--- src/rtl/fib_seq_gen.sv ---
// fib_seq_gen -- parametrised Fibonacci-style sequence generator.
//
// Holds an x/y register pair that advances x <= x+y, y <= x on each accepted
// step while x is below LIMIT. Once a step finds x at or above LIMIT, y takes
// x and the block parks in DONE. A saturating counter tracks accepted steps
// since the last start. Four combinational flags decode the registered x/y
// against parameterised targets, which lets one block serve many property
// instances.
//
// Ports:
//   clk      in   rising-edge clock for all state
//   reset    in   synchronous, active-low; returns to IDLE with seeds loaded
//   start    in   load seeds, clear steps/ovf, enter RUN (any state; beats step_en)
//   step_en  in   advance one step while in RUN
//   x, y     out  WIDTH-bit sequence registers
//   steps    out  CNT_W-bit accepted-step count, saturates at all-ones
//   busy     out  state == RUN
//   done     out  state == DONE
//   ovf      out  sticky add carry-out flag (saturating build only, else 0)
//   z1..z4   out  property flags decoded from registered x/y
//
// Build option:
//   FIB_SEQ_GEN_SAT_EN  when defined, a carry out of x+y clamps x to all-ones
//                       and sets ovf. When undefined, the sum wraps and ovf is
//                       tied low.

module fib_seq_gen #(
    parameter int unsigned      WIDTH    = 8,
    parameter int unsigned      CNT_W    = 8,
    parameter logic [WIDTH-1:0] X0       = WIDTH'(1),
    parameter logic [WIDTH-1:0] Y0       = WIDTH'(1),
    parameter logic [WIDTH-1:0] LIMIT    = WIDTH'(100),
    parameter logic [WIDTH-1:0] TARGET_A = WIDTH'(8),
    parameter logic [WIDTH-1:0] TARGET_B = WIDTH'(144),
    parameter logic [WIDTH-1:0] HI_MARK  = WIDTH'(200)
) (
    input  logic             clk,
    input  logic             reset,
    input  logic             start,
    input  logic             step_en,
    output logic [WIDTH-1:0] x,
    output logic [WIDTH-1:0] y,
    output logic [CNT_W-1:0] steps,
    output logic             busy,
    output logic             done,
    output logic             ovf,
    output logic             z1,
    output logic             z2,
    output logic             z3,
    output logic             z4
);

    typedef enum logic [1:0] {IDLE, RUN, DONE} state_t;

    state_t           state, state_nx;
    logic [WIDTH-1:0] x_nx, y_nx;
    logic [CNT_W-1:0] steps_nx;
    logic [WIDTH-1:0] add_res;
    logic             do_step;
    logic             below_lim;

    // Only a RUN-state step_en without a competing start advances the sequence.
    assign do_step   = (state == RUN) && step_en && !start;
    assign below_lim = (x < LIMIT);

`ifdef FIB_SEQ_GEN_SAT_EN
    logic [WIDTH:0] sum_w;
    logic           ovf_q, ovf_nx;

    assign sum_w   = {1'b0, x} + {1'b0, y};
    assign add_res = sum_w[WIDTH] ? {WIDTH{1'b1}} : sum_w[WIDTH-1:0];

    // Sticky: only start or reset clear it. An add that is blocked by LIMIT
    // never sets it.
    always_comb begin
        ovf_nx = ovf_q;
        if (start)
            ovf_nx = 1'b0;
        else if (do_step && below_lim && sum_w[WIDTH])
            ovf_nx = 1'b1;
    end

    always_ff @(posedge clk) begin
        if (!reset) ovf_q <= 1'b0;
        else        ovf_q <= ovf_nx;
    end

    assign ovf = ovf_q;
`else
    assign add_res = x + y;
    assign ovf     = 1'b0;
`endif

    // Next-state and datapath. start is checked first so it wins over
    // step_en in every state.
    always_comb begin
        state_nx = state;
        x_nx     = x;
        y_nx     = y;
        steps_nx = steps;
        if (start) begin
            state_nx = RUN;
            x_nx     = X0;
            y_nx     = Y0;
            steps_nx = '0;
        end else if (do_step) begin
            // The counter saturates, but the sequence keeps going.
            if (steps != {CNT_W{1'b1}})
                steps_nx = steps + CNT_W'(1);
            // y takes the pre-step x on every accepted step, whether or not
            // the add happens.
            y_nx = x;
            if (below_lim)
                x_nx = add_res;
            else
                state_nx = DONE;
        end
    end

    always_ff @(posedge clk) begin
        if (!reset) begin
            state <= IDLE;
            x     <= X0;
            y     <= Y0;
            steps <= '0;
        end else begin
            state <= state_nx;
            x     <= x_nx;
            y     <= y_nx;
            steps <= steps_nx;
        end
    end

    assign busy = (state == RUN);
    assign done = (state == DONE);

    assign z1 = (x == TARGET_A);
    assign z2 = (x == TARGET_B);
    assign z3 = (x > HI_MARK);
    assign z4 = (x == HI_MARK) || (y == HI_MARK);

endmodule

--- config.mk ---
export PLATFORM = sky130hd
export DESIGN_NAME = fib_seq_gen
export DESIGN_NICKNAME = d
export VERILOG_FILES = /design/src/rtl/fib_seq_gen.sv
export SDC_FILE = /design/constraint.sdc
export NUM_CORES = 1
export LEC_CHECK = 0
export CORE_MARGIN = 2
export CORE_UTILIZATION = 35
export CTS_CLUSTER_SIZE = 12
export DETAILED_ROUTE_END_ITERATION = 16
export DONT_BUFFER_PORTS = 1
export PLACE_DENSITY = 0.62
export SETUP_SLACK_MARGIN = 0.15
export SLEW_MARGIN = 20
export SYNTH_ARGS = -nofsm -noshare
export SYNTH_HDL_FRONTEND = slang
export SYNTH_SLANG_ARGS = --single-unit
--- constraint.sdc ---
create_clock -name clk -period 1.6 [get_ports clk]
set_clock_uncertainty 0.1 [all_clocks]
set_input_delay 0.24 -clock clk [delete_from_list [all_inputs] [get_ports clk]]
set_output_delay 0.24 -clock clk [all_outputs]
set_load 0.03 [all_outputs]
==> results.md <==
- Port buffer count: 0
- Clock sink total: 26
- Via density: between 5 and 6
- Unrepaired setup endpoints after global routing: yes
- CP startpoint kind: flip-flop
- Post-Syn Area: about 0.0015 mm^2
- CORE AREA: roughly 0.0040 mm^2
- Finished Cell Area: around 0.0023 mm^2
- Leakage power: slightly above 0.9 nW
- Area delta synth->final: 56.3%
- Worst r2r dst: x[6]
- Post-Route WL: between 4000 and 5000 um
- CP startpoint: x[1]
- Reg2Reg Depth: 9
- Yosys warns: 0
- Number of global-route vias before repair: 1561
- M1 WL: 1550 um
- CTS tree: built
- Placed insts: 258
- Max-cap violations: 0
- DP HPWL: ~3100 um
- Crit path kind: flip-flop to primary output
- Syn Inst Count: between 150 and 200
- Final setup fails: 10
- First-pass GRT wire length: around 7000 um
- Met3 wire length: 189 um
- Worst Setup End Kind: primary output
- Row cnt: 23
- Syn Area/Cell: between 8 and 9 um^2
- Die area: around 0.0048 mm^2
- First-pass iteration count of the detailed router: 4
- Grt ovf: 0
- PwrDens: roughly 520 mW/mm^2
- Area after detailed placement: between 0.002 and 0.0025 mm^2
- Top FF cell, synth: dfxtp_1
- Peak supply drop: around 0.30 mV
- # H-tree levels: 1
- Routed len/inst: between 15 and 20 um
- Clk slew on worst S/H paths: 90 ps
- Final GP Congestion: between 0.8 and 0.9
- TNS Setup: -2240 ps
- Sequential area share after synthesis: between 30% and 40%
- Non-filler cells, final: around 270
- FF+latch count, synth: 26
- Chip Height: between 60 and 70 um
- Hold slack final: between 10 and 15 ps
- Slew @ Worst Pin: roughly 500 ps
- Final Hold Viols: 0
- Cell variety after synth: 49
- Fmax: roughly 0.50 GHz
- Largest net degree at the start of global routing: 15
- Overall Power: 1.20 mW
- CTS buffer count: 3
- Fin crit share: 126%
- Post-synth ARST share: 0%
- Final nets: between 200 and 250
- Via Count: approximately 1400
- CP Capture Point: z1
- Initial Util: between 30% and 40%
- WP data required: between 1000 and 1500 ps
- Diodes inserted: 0
- Final ANT Viol Nets: 0
- Initial antenna violation count: 0
- Maximum fanout along the worst path: 4
- CTS hold repair buffers: 0
- Gr usage total: approximately a fifth
- Outcome: finished, violations left
- Drc violations: 0
- Worst Slack Setup Final: -415 ps
- Final Util: a little under three fifths
- Failing checks: setup timing
- Top Metal Used: met4
- Met2 wire length: 2290 um
- Crit path time final: ~2000 ps
- Synthesized Nets: 184
- Worst slew margin: 65.8%
- Longest Clk Path Bufs: 2
- Worst-skew pair later-pin latency: about 260 ps
- Share of layout cells above drive strength 1: 56.3%
- Clk root buf: clkbuf_8
- Worst r2r src: x[0]
- Number of synthesized flops with an enable pin: 0
- Flop2flop setup slack: -250 ps
- Hold/Removal Path Class: input pin to flip-flop
- Pre-CTS setup slack: -160 ps
- # IOs: 35
- Arrival time worst endpoint: roughly 1700 ps
- Slew Limit Fails: 0
- Number of DRC markers in iteration 0: 100
- Die width: between 60 and 70 um
## cells by family after synthesis
logic type                 Yosys count  synth area share (%)
buffers and inverters               11                  3.98
adders and majority gates            9                  8.13
DFF                                 26                  35.2
other                                1                 0.254
muxes                                5                  3.39
and+or+nand+nor                     75                  28.6
AOI/OAI and AO/OA                   35                  15.1
xor gates and xnor gates             9                  5.33
## registers in the layout (all words and copies together), names as in the netlist
| name | flops |
|---|---|
| y | 8 |
| steps | 8 |
| state | 2 |
| x | 8 |
## layout by cell type, fill, tap and decap left out, types with 3 or more instances in the layout
cell type | Yosys | layout
o21ai_0 | 6 | 3
clkbuf_8 | 0 | 4
nor2_1 | 15 | 13
dfxtp_4 | 0 | 11
a21oi_1 | 16 | 14
nor2_2 | 1 | 3
buf_6 | 1 | 10
dfxtp_2 | 0 | 12
buf_4 | 2 | 45
nor4_4 | 0 | 3
xor2_1 | 5 | 5
a211oi_2 | 1 | 3
ha_1 | 8 | 4
nand2_1 | 27 | 24
mux2i_1 | 5 | 5
ha_4 | 0 | 4
dfxtp_1 | 26 | 3
nand3_1 | 4 | 3
## critical path, cell delays in order (launching register included)
cell	delay (ps)
dfxtp_4	350
or4_4	600
nor4_4	290
buf_6	170
## how the worst min path moves through the flow
| stage | start | end | slack, ps | cells after the start |
|---|---|---|---|---|
| 3_3_place_gp | reset | state[0] | 280 | 1 |
| 4_1_cts | reset | state[0] | 8 | 1 |
| 5_1_grt | reset | state[0] | -0.1 | 1 |
| 3_5_place_dp | reset | state[0] | 290 | 1 |
| 2_1_floorplan | reset | state[0] | 270 | 1 |
| 6_report | reset | state[0] | 10 | 1 |
## routing by layer
metal	vias up	track usage [%]
met2	38	37.6
met1	698	20.7
met3	12	4.22
li1	698	-
met5	-	0
met4	0	7.11
## Yosys cell counts, drive strengths merged (2+ instances only)
cell,instances,area (um^2)
clkbuf,3,11.3
nor4,3,25.0
nor2b,4,25.0
a21o,2,15.0
o31a,2,18.8
ha,8,100
inv,3,11.3
buf,5,36.3
nor2,16,62.6
xor2,5,43.8
nand2,27,101
o211ai,2,20.0
nand3,6,40.0
nor3,2,26.3
nand2b,2,12.5
o21ai,6,30.0
or2,2,12.5
dfxtp,26,521
and2b,2,15.0
mux2i,5,50.1
xnor2,4,35.0
a21oi,16,80.1
a211oi,3,27.5
## power breakdown
| part | leakage [nW] | switching [mW] | internal, mW |
|---|---|---|---|
| Sequential | 0.223 | 0.00769 | 0.637 |
| Clock | 0.0288 | 0.208 | 0.220 |
| Combinational | 0.681 | 0.0706 | 0.0597 |
| Total | 0.933 | 0.287 | 0.916 |
## cell type report
| class | instances | area [um^2] |
|---|---|---|
| well taps | 50 | 62.6 |
| clock buffers | 4 | 55.1 |
| fillers | 354 | 1720 |
| flip-flops and latches | 26 | 577 |
| multi-input cells | 134 | 1110 |
| inverters | 3 | 11.3 |
| repair buffers | 57 | 490 |
## timing repair
action | in CTS | in global routing
endpoints found under the hold margin | 0 | 0
buffers inserted | 9 | 3
pin swaps | 17 | 11
gates resized for setup | 16 | 19
setup endpoints to repair | 17 | 20
Power figures use the tool's default switching activity.
